`config.mk`:
```
export PLATFORM = sky130hd
export DESIGN_NAME = im_loader
export DESIGN_NICKNAME = d
export VERILOG_FILES = /design/src/rtl/im_loader.sv
export SDC_FILE = /design/constraint.sdc
export NUM_CORES = 1
export LEC_CHECK = 0
export CAP_MARGIN = 20
export CORE_ASPECT_RATIO = 0.9
export CORE_UTILIZATION = 35
export CTS_BUF_LIST = sky130_fd_sc_hd__clkbuf_8
export DETAILED_ROUTE_END_ITERATION = 7
export MAX_ROUTING_LAYER = met4
export PLACE_DENSITY_LB_ADDON = 0.12
export SLEW_MARGIN = 40
export SYNTH_ARGS = -nofsm -noshare
export SYNTH_HDL_FRONTEND = slang
export SYNTH_SLANG_ARGS = --single-unit
```
`constraint.sdc`:
```
create_clock -name clk -period 3.7 [get_ports clk]
set_input_delay 0.555 -clock clk [delete_from_list [all_inputs] [get_ports clk]]
set_output_delay 0.555 -clock clk [all_outputs]
set_load 0.01 [all_outputs]
```
`src/rtl/im_loader.sv`:
```
// im_loader: packs a big-endian byte stream into 32-bit instruction words and
// writes them to consecutive instruction-memory slots from BASE_ADDR upward.
// The fetch PC enable (cpu_en) stays low while a load is running.
// Optional feature macro: IM_LOADER_CHECKSUM_EN adds a 4-byte XOR trailer
// that is compared against the written words and reported on err.
module im_loader #(
  parameter logic [31:0] BASE_ADDR = 32'h0000_3000,
  parameter int          DEPTH     = 4096
) (
  input  logic        clk,
  input  logic        reset,
  input  logic        start,
  input  logic [12:0] len,
  input  logic        in_valid,
  input  logic [7:0]  in_data,
  output logic        in_ready,
  output logic        im_we,
  output logic [31:0] im_addr,
  output logic [31:0] im_wdata,
  output logic        busy,
  output logic        done,
  output logic        cpu_en,
  output logic        err
);

  localparam logic [12:0] DEPTH_W = 13'(DEPTH);

  typedef enum logic [2:0] {
    IDLE  = 3'd0,
    RECV  = 3'd1,
    WRITE = 3'd2,
`ifdef IM_LOADER_CHECKSUM_EN
    CHECK = 3'd3,
`endif
    DONE  = 3'd4
  } state_t;

  state_t      state_q;
  logic [12:0] len_q;
  logic [12:0] word_cnt_q;
  logic [1:0]  byte_cnt_q;
  logic [31:0] sr_q;
  logic        in_ready_q;
  logic        im_we_q;
  logic [31:0] im_addr_q;
  logic [31:0] im_wdata_q;
  logic        busy_q;
  logic        done_q;
`ifdef IM_LOADER_CHECKSUM_EN
  logic [31:0] csum_q;
  logic        err_q;
`endif

  logic [12:0] len_d;
  logic [12:0] word_cnt_d;
  logic [31:0] sr_d;
  logic        take;

  // Next-value helpers: clamped length, word counter increment, shifted word
  always_comb begin
    len_d      = (len > DEPTH_W) ? DEPTH_W : len;
    word_cnt_d = word_cnt_q + 13'd1;
    sr_d       = {sr_q[23:0], in_data};
    take       = in_valid && in_ready_q;
  end

  // Loader FSM with registered outputs; a partial word is simply dropped on reset
  always_ff @(posedge clk or posedge reset) begin
    if (reset) begin
      state_q    <= IDLE;
      len_q      <= '0;
      word_cnt_q <= '0;
      byte_cnt_q <= '0;
      sr_q       <= '0;
      in_ready_q <= 1'b0;
      im_we_q    <= 1'b0;
      im_addr_q  <= BASE_ADDR;
      im_wdata_q <= '0;
      busy_q     <= 1'b0;
      done_q     <= 1'b0;
`ifdef IM_LOADER_CHECKSUM_EN
      csum_q     <= '0;
      err_q      <= 1'b0;
`endif
    end else begin
      im_we_q <= 1'b0;
      case (state_q)
        IDLE, DONE: begin
          if (start) begin
            len_q      <= len_d;
            word_cnt_q <= '0;
            byte_cnt_q <= '0;
            done_q     <= 1'b0;
`ifdef IM_LOADER_CHECKSUM_EN
            csum_q     <= '0;
            err_q      <= 1'b0;
`endif
            if (len_d != 13'd0) begin
              state_q    <= RECV;
              in_ready_q <= 1'b1;
              busy_q     <= 1'b1;
            end else begin
              state_q <= DONE;
              done_q  <= 1'b1;
            end
          end
        end
        RECV: begin
          if (take) begin
            sr_q       <= sr_d;
            byte_cnt_q <= byte_cnt_q + 2'd1;
            if (byte_cnt_q == 2'd3) begin
              state_q    <= WRITE;
              in_ready_q <= 1'b0;
              im_we_q    <= 1'b1;
              im_addr_q  <= BASE_ADDR + {17'd0, word_cnt_q, 2'b00};
              im_wdata_q <= sr_d;
            end
          end
        end
        WRITE: begin
          word_cnt_q <= word_cnt_d;
`ifdef IM_LOADER_CHECKSUM_EN
          csum_q     <= csum_q ^ sr_q;
`endif
          in_ready_q <= 1'b1;
          if (word_cnt_d == len_q) begin
`ifdef IM_LOADER_CHECKSUM_EN
            state_q    <= CHECK;
`else
            state_q    <= DONE;
            in_ready_q <= 1'b0;
            busy_q     <= 1'b0;
            done_q     <= 1'b1;
`endif
          end else begin
            state_q <= RECV;
          end
        end
`ifdef IM_LOADER_CHECKSUM_EN
        CHECK: begin
          if (take) begin
            sr_q       <= sr_d;
            byte_cnt_q <= byte_cnt_q + 2'd1;
            if (byte_cnt_q == 2'd3) begin
              err_q      <= (sr_d != csum_q);
              state_q    <= DONE;
              in_ready_q <= 1'b0;
              busy_q     <= 1'b0;
              done_q     <= 1'b1;
            end
          end
        end
`endif
        default: state_q <= IDLE;
      endcase
    end
  end

  assign in_ready = in_ready_q;
  assign im_we    = im_we_q;
  assign im_addr  = im_addr_q;
  assign im_wdata = im_wdata_q;
  assign busy     = busy_q;
  assign done     = done_q;
  assign cpu_en   = ~busy_q;
`ifdef IM_LOADER_CHECKSUM_EN
  assign err      = err_q;
`else
  assign err      = 1'b0;
`endif

endmodule

```
[Word-level counts from Yosys, hierarchy flattened]
Cells that the tools add are included.
Word-level totals
  register bits: 123
  bits in latches: 0
  memory bits (writable): 0
  memory bits (read-only): 0
  input bits: 25
  output and inout port bits: 70
  memories: 0
Cells by class
  $add $sub $neg: 3
  multiply operators: 0
  div/mod/pow operators: 0
  order comparisons: 1
  equal/unequal tests: 10
  shift operators: 0
  mux-type cells: 27
  bitwise logic cells: 1
  reduce and logical (&&, ||, !) cells: 16
Operators with widths (count)
  $mux W13: 2
  $pmux W13 S2: 1
  $add A14 B15 Y16 const A: 1
  $mux W3: 5
  $add A13 B1 Y13 const B: 1
  $eq A13 B13 Y1: 1
  $gt A13 B13 Y1 const B: 1
  $reduce_bool A13 Y1: 1
  $mux W1: 12
  $reduce_and A3 Y1: 4
  $ne A2 B2 Y1 const B: 5
  $pmux W3 S3: 1
  $reduce_and A2 Y1: 3
  $reduce_and A5 Y1: 1
  $mux W2: 2
  $pmux W1 S2: 2
  $pmux W2 S2: 1
  $reduce_and A4 Y1: 1
  $reduce_bool A2 Y1: 2
  $eq A3 B1 Y1 const B: 1
  $eq A3 B2 Y1 const B: 1
  $eq A3 B3 Y1 const B: 1
  $logic_not A3 Y1: 1
  $pmux W1 S3: 1
  6 further kinds: 6

[Longest topological paths before layout]
Gate-level depths: netlist (run 1).
  depth after elaboration: 6
  gate-level depth with buffers: 8
  gate-level depth less buffers: 6

[Worst setup path after synthesis (run 1)]
No wires, ideal clock.
  kind: input port to flip-flop
  start point: input port len[7]
  end point: register len_q[0]
  setup time: 0.065 ns
  arrival time: 1.936 ns
  required time: 3.635 ns
  path slack: 1.699 ns
  stages on the path: 5
  path through: or4_1 > or3_1 > a21oi_2 > buf_6 > a22o_1
On the way
  cells in the longest elaborated chain, start to end: 2
RTL lines
  from (decl): RTL line 13  | input logic [12:0] len,
  $gt A13 B13 Y1: RTL line 61  | len_d = (len > DEPTH_W) ? DEPTH_W : len;
  $mux W13: RTL line 61
  to (signal assigned): RTL line 90  | len_q <= len_d;
  to (decl): RTL line 39  | logic [12:0] len_q;
No other way between the ends.
A chain may end at the register's enable or synchronous reset.

[Final worst setup path (run 1)]
  start point: input port len[0]
  end point: register len_q[9]
Same word-level chain as after synthesis.

==> results of run 1 <==
## metrics by stage
stage	hold WS [ns]	instance area, sq um
final	0.480	5750
after global routing	0.507	5750
after CTS	0.486	5750
after detailed placement	0.460	5580
after global placement	0.456	5570
after floorplan	0.439	4850
## layout by cell type, fill, tap and decap left out, drive strengths merged, types with 8 or more instances in the layout
cell type / instances
nand2: 186
dfrtp: 103
inv: 9
clkbuf: 9
conb: 19
a22o: 14
clkdlybuf4s50: 75
xor2: 9
nor2: 16
mux2: 12
o21ai: 24
a31oi: 8
xnor2: 10
## power by group through the flow
stage / sequential (mW) / combinational (mW) / clock (mW)
global placement: 1.89 / 1.43 / 0
global route: 1.93 / 1.60 / 0.733
CTS: 1.87 / 1.46 / 0.680
finish: 1.87 / 1.44 / 0.653
detailed placement: 1.89 / 1.45 / 0
floorplan: 1.92 / 0.762 / 0
## layout make-up
cell class	count	area (sq um)
Clock buffer	9	124
Inverter	8	36.3
Fill cell	1342	7560
Tap cell	168	210
Sequential cell	105	2630
Timing Repair Buffer	80	788
Clock inverter	7	47.5
Multi-Input combinational cell	361	1920
## sequential cells by signal, indices dropped and copies added (netlist names)
| name | count |
|---|---|
| state_q | 3 |
| in_ready | 1 |
| im_addr | 14 |
| im_we | 1 |
| len_q | 13 |
| word_cnt_q | 13 |
| sr_q | 24 |
| done | 1 |
| byte_cnt_q | 2 |
| busy | 1 |
| im_wdata | 32 |
## per-layer routing
| metal | part of all wire [%] | GRT usage, % | vias up |
|---|---|---|---|
| met5 | 0 | - | - |
| met3 | 4.7 | 4.78 | 4 |
| met4 | 0.50 | 3.66 | 0 |
| li1 | - | - | 1748 |
| met2 | 44 | 23.9 | 84 |
| met1 | 51 | 23.3 | 1713 |
## worst max path at each step
stage                           end  slack [ns]  cells after the start
after detailed placement   len_q[9]        0.97                      5
after global placement    len_q[10]        1.03                      5
after CTS                  len_q[9]        1.37                      5
after global routing           busy        1.24                      6
final                      len_q[9]        1.34                      5
after floorplan                busy        0.39                      1
## critical path: stages
cell	delay [ns]
clkdlybuf4s50_1	0.43
or4_1	0.61
or3_1	0.39
a21oi_2	0.47
a22o_1	0.22
## cell families (layout without fill, tap and decap cells)
group                    after synthesis  count (layout)  share of synthesized area (%)
AO/OA/AOI/OAI                         70              70                           10.4
XOR/XNOR                              19              19                           3.48
adder cells (fa/ha/maj)                4               4                           1.05
buffers and inverters                 52             104                           6.36
flip-flops                           105             105                           55.0
multiplexers                          12              12                           2.83
other                                  1              19                         0.0785
AND/OR/NAND/NOR                      237             237                           20.8
==> summary.txt, run 1 <==
FFs w/ async S/R, synth = 100%
Clock Sink Count = 105
Hold EP = im_wdata[14]
via count = 3549
number of global-route vias before repair = 3484
Worst-Skew Late Latency = 0.38 ns
Setup Fix Bufs, Post-CTS = 0
first-pass GRT wire length = 18000 microns
DRC violation count after routing = 10
setup TNS = 0 ns
count leader, synth = nand2_1
die footprint = 0.0141 sq mm
sequential share of the synthesized area = 55.0%
Slew @ Worst Pin = 0.718 ns
root buf cell = clkbuf_8
DIE HEIGHT = 113 microns
most instantiated cells after synthesis = nand2_1, dfrtp_1, buf_4, o21ai_0, nor2_1
gp weighted congestion = 0.829
Worst R2R Setup Slack = 1.42 ns
total track usage = 16.7%
worst hold path type = reg -> reg
Final Util = 43.2%
fin. max-slew vios = 0
Main synth FF type = dfrtp_1
dpl cells = 722
drt total wl = 10700 microns
Comb power frac = 36.3%
# resized after CTS = 0
synthesized instance count = 500
CTS hold repair buffers = 0
drt pass-1 iters = 8
Ant. Diodes = 0
Syn Area/Cell = 9.56 sq um
clock-pin slew on the worst setup and hold paths = 0.10 ns
Netlist cell types = 52
Area contributors post-synth = dfrtp_1, nand2_1, buf_4, mux2_2, a22o_1
total grt overflow = 0
Synth warnings = 0
Finished Layout Cells = 738
WS Path Type = in -> reg
Setup-failing EPs final = 0
Max Freq = 0.424 GHz
row count = 40
outcome = finished, violations left
nets = 594
leading area contributor after synthesis = dfrtp_1
Critical Path Start = len[0]
Worst EP arrival = 2.68 ns
Final Hold Fails = 0
worst setup margin = 1.34 ns
total CTS buffers = 9
crit-path max FO = 12
FF-to-FF End = busy
routed wire length per instance = 14.5 microns
I/O pins = 95
static leakage = 2.76 nW
largest net degree at the start of global routing = 80
unrepaired setup endpoints after global routing = no
reg2reg start = word_cnt_q[0]
Netlist Area Pre-Place = 0.00478 sq mm
share of cells above drive strength 1 = 7.72%
Tot Pwr = 3.96 mW
Worst Hold Launch = im_wdata[14]
Max Cap Viol = 0
Sequential Power Share = 47.2%
Worst setup SP type = primary input
Sw Share = 35.3%
Post-synth EDFFs = 0
IO Port Bufs = 75
failing checks = design-rule violations
core area = 0.0133 sq mm
CP Data Required Time = 4.02 ns
Seq cells post-synth = 105
synthesis-to-layout area growth = 20.4%
CP Capture Type = flip-flop
initial core utilization = 35.9%
CTS tree = done
R2R depth = 6
Final period util = 63.7%
Final Skew = 0.00964 ns
Pint = 2.56 mW
clock network power share = 16.5%
power per standard cell area = 688 mW/mm^2
minimum clock period = 2.36 ns
clock buffer depth = 2
VDD IR max = 301 uV
Hold Path Depth = 2
post-route ant nets = 0
Psw = 1.40 mW
Place WS = 0.971 ns
post-synth top area share = 53.9%
relative slew slack = 52.1%
Iter 0 DRT Violations = 190
Vias/cell = 4.81
H-tree depth = 3
HPWL after DPL = 7180 microns
chip width = 125 microns
initial antenna violation count = 0
Note: power is estimated with default switching activity, not from simulation.
==> run 2, diff against run 1 <==
Clock period 3.7 ns to 2 ns, I/O delays scaled along.
==> run 2 against run 1 <==
Effect of this change: the run now ends clean; wire length is 3.3% higher; sequential power grew 83%; cell count up 4.5%; sequential cell count unchanged; sequential share of layout area decreased by 2.4 points; clock skew grew 0.0093 ns; global-route usage grew 0.58 points; hold slack got worse by 0.14 ns; power increased by 89%; critical path type unchanged; critical endpoint is now len_q[0]; largest power group unchanged.
==> summary.txt, run 2 (synthesis results as in run 1) <==
clock buffer depth = 2 (unchanged)
Final Skew = 0.0189 ns (was 0.00964 ns)
Max Cap Viol = 0 (unchanged)
drt pass-1 iters = 6 (was 8)
design area = 0.00607 sq mm (was 0.00575 sq mm)
initial antenna violation count = 0 (unchanged)
fin. max-slew vios = 0 (unchanged)
post-route ant nets = 0 (unchanged)
row count = 40 (unchanged)
WS Path Type = in -> reg (unchanged)
CTS tree = done (unchanged)
crit-path max FO = 12 (unchanged)
Worst EP arrival = 2.24 ns (was 2.68 ns)
CP Capture Type = flip-flop (unchanged)
Final Hold Fails = 0 (unchanged)
synthesis-to-layout area growth = 27.0% (was 20.4%)
gp weighted congestion = 0.838 (was 0.829)
via count = 3722 (was 3549)
FF-to-FF End = state_q[2] (was busy)
minimum clock period = 1.91 ns
largest net degree at the start of global routing = 62 (was 80)
initial core utilization = 35.9% (unchanged)
unrepaired setup endpoints after global routing = no (unchanged)
power per standard cell area = 1230 mW/mm^2 (was 688 mW/mm^2)
max reg flops = 32 (unchanged)
VDD IR max = 692 uV (was 301 uV)
number of global-route vias before repair = 3690 (was 3484)
Post-DP Area = 0.00588 sq mm (was 0.00558 sq mm)
die footprint = 0.0141 sq mm (unchanged)
Tot Pwr = 7.47 mW (was 3.96 mW)
commonest non-fill, non-tap cells in the layout = nand2_1, dfrtp_1, clkdlybuf4s50_1, buf_4, o21ai_0 (was nand2_1, dfrtp_1, clkdlybuf4s50_1, o21ai_0, conb_1)
relative slew slack = 61.5% (was 52.1%)
reg2reg start = word_cnt_q[0] (unchanged)
I/O pins = 95 (unchanged)
IO Port Bufs = 75 (unchanged)
chip width = 125 microns (unchanged)
R2R depth = 8 (was 6)
commonest non-fill, non-tap cell in the layout = nand2_1 (unchanged)
static leakage = 2.95 nW (was 2.76 nW)
Vias/cell = 4.83 (was 4.81)
Max Freq = 0.523 GHz
H-tree depth = 3 (unchanged)
Filler Cell Count = 1319 (was 1342)
Setup Fix Bufs, Post-CTS = 0 (unchanged)
clock-pin slew on the worst setup and hold paths = 0.11 ns (was 0.10 ns)
drt total wl = 11000 microns (was 10700 microns)
Finished Layout Cells = 771 (was 738)
total CTS buffers = 9 (unchanged)
Worst setup SP type = primary input (unchanged)
total grt overflow = 0 (unchanged)
DIE HEIGHT = 113 microns (unchanged)
share of cells above drive strength 1 = 13.4% (was 7.72%)
nets = 627 (was 594)
hold slack = 0.340 ns (was 0.480 ns)
Clock Sink Count = 105 (unchanged)
routed wire length per instance = 14.3 microns (was 14.5 microns)
Slew @ Worst Pin = 0.578 ns (was 0.718 ns)
first-pass GRT wire length = 18500 microns (was 18000 microns)
Setup-failing EPs final = 0 (unchanged)
CP Data Required Time = 2.33 ns (was 4.02 ns)
DRC violation count after routing = 0 (was 10)
dpl cells = 755 (was 722)
Ant. Diodes = 0 (unchanged)
total track usage = 17.2% (was 16.7%)
worst hold path type = in -> async (was reg -> reg)
Iter 0 DRT Violations = 188 (was 190)
setup TNS = 0 ns (unchanged)
Critical Path Start = len[0] (unchanged)
Worst-Skew Late Latency = 0.40 ns (was 0.38 ns)
root buf cell = clkbuf_8 (unchanged)
HPWL after DPL = 7780 microns (was 7180 microns)
CTS hold repair buffers = 0 (unchanged)
Final period util = 95.5%
Worst R2R Setup Slack = 0.10 ns (was 1.42 ns)
outcome = finished, final reports clean (was finished, violations left)
core area = 0.0133 sq mm (unchanged)
-- run 2: worst max-delay path, cell delays in order --
cell,delay [ns]
clkdlybuf4s50_1,0.42
or4_1,0.63
or3_1,0.40
a21oi_2,0.20
buf_12,0.15
a22o_1,0.13
-- run 2: how the worst max path moves through the flow --
| stage | endpoint | slack, ns | cells after the start |
|---|---|---|---|
| finish | len_q[0] | 0.09 | 6 |
| global route | state_q[2] | 0.01 | 8 |
| CTS | state_q[2] | 0.008 | 7 |
| global placement | in_ready | -0.30 | 6 |
| detailed placement | in_ready | -0.36 | 6 |
| floorplan | busy | 0.01 | 7 |
-- run 2: timing repair --
action	in CTS	in global routing
resized for setup	1	3
gates cloned	0	0
hold endpoints to repair	0	0
setup endpoints to repair	1	5
pin swaps	1	3
-- run 2: per-layer routing --
metal  up-vias  global-route usage, %  part of all wire (%)
met4         0                   5.77                   1.0
li1       1807                      -                     -
met3        10                   4.30                   4.5
met1      1816                   23.1                    50
met5         -                      -                     0
met2        89                   25.5                    44
-- run 2: final cells by class --
type | instances | area (sq um) | area share (%)
tap | 168 | 210 | 3.46
timing repair buffer | 113 | 1090 | 17.9
multi-input combinational | 361 | 1930 | 31.8
sequential | 105 | 2630 | 43.3
inverter | 8 | 33.8 | 0.556
clock inverter | 6 | 41.3 | 0.680
clock buffer | 10 | 138 | 2.27
-- run 2: per-stage QoR --
step | util (%) | setup slack, ns
2_1_floorplan | - | 0.0135
3_3_place_gp | 44.1 | -0.305
3_5_place_dp | 44.1 | -0.364
4_1_cts | 45.5 | 0.00848
5_1_grt | 45.6 | 0.0123
6_report | 45.6 | 0.0891
-- run 2: power by group --
part / leakage [nW] / internal, mW / switching, mW
Clock: 0.0905 / 0.489 / 0.753
Sequential: 1.37 / 2.90 / 0.518
Combinational: 1.49 / 1.48 / 1.33
Total: 2.95 / 4.87 / 2.60
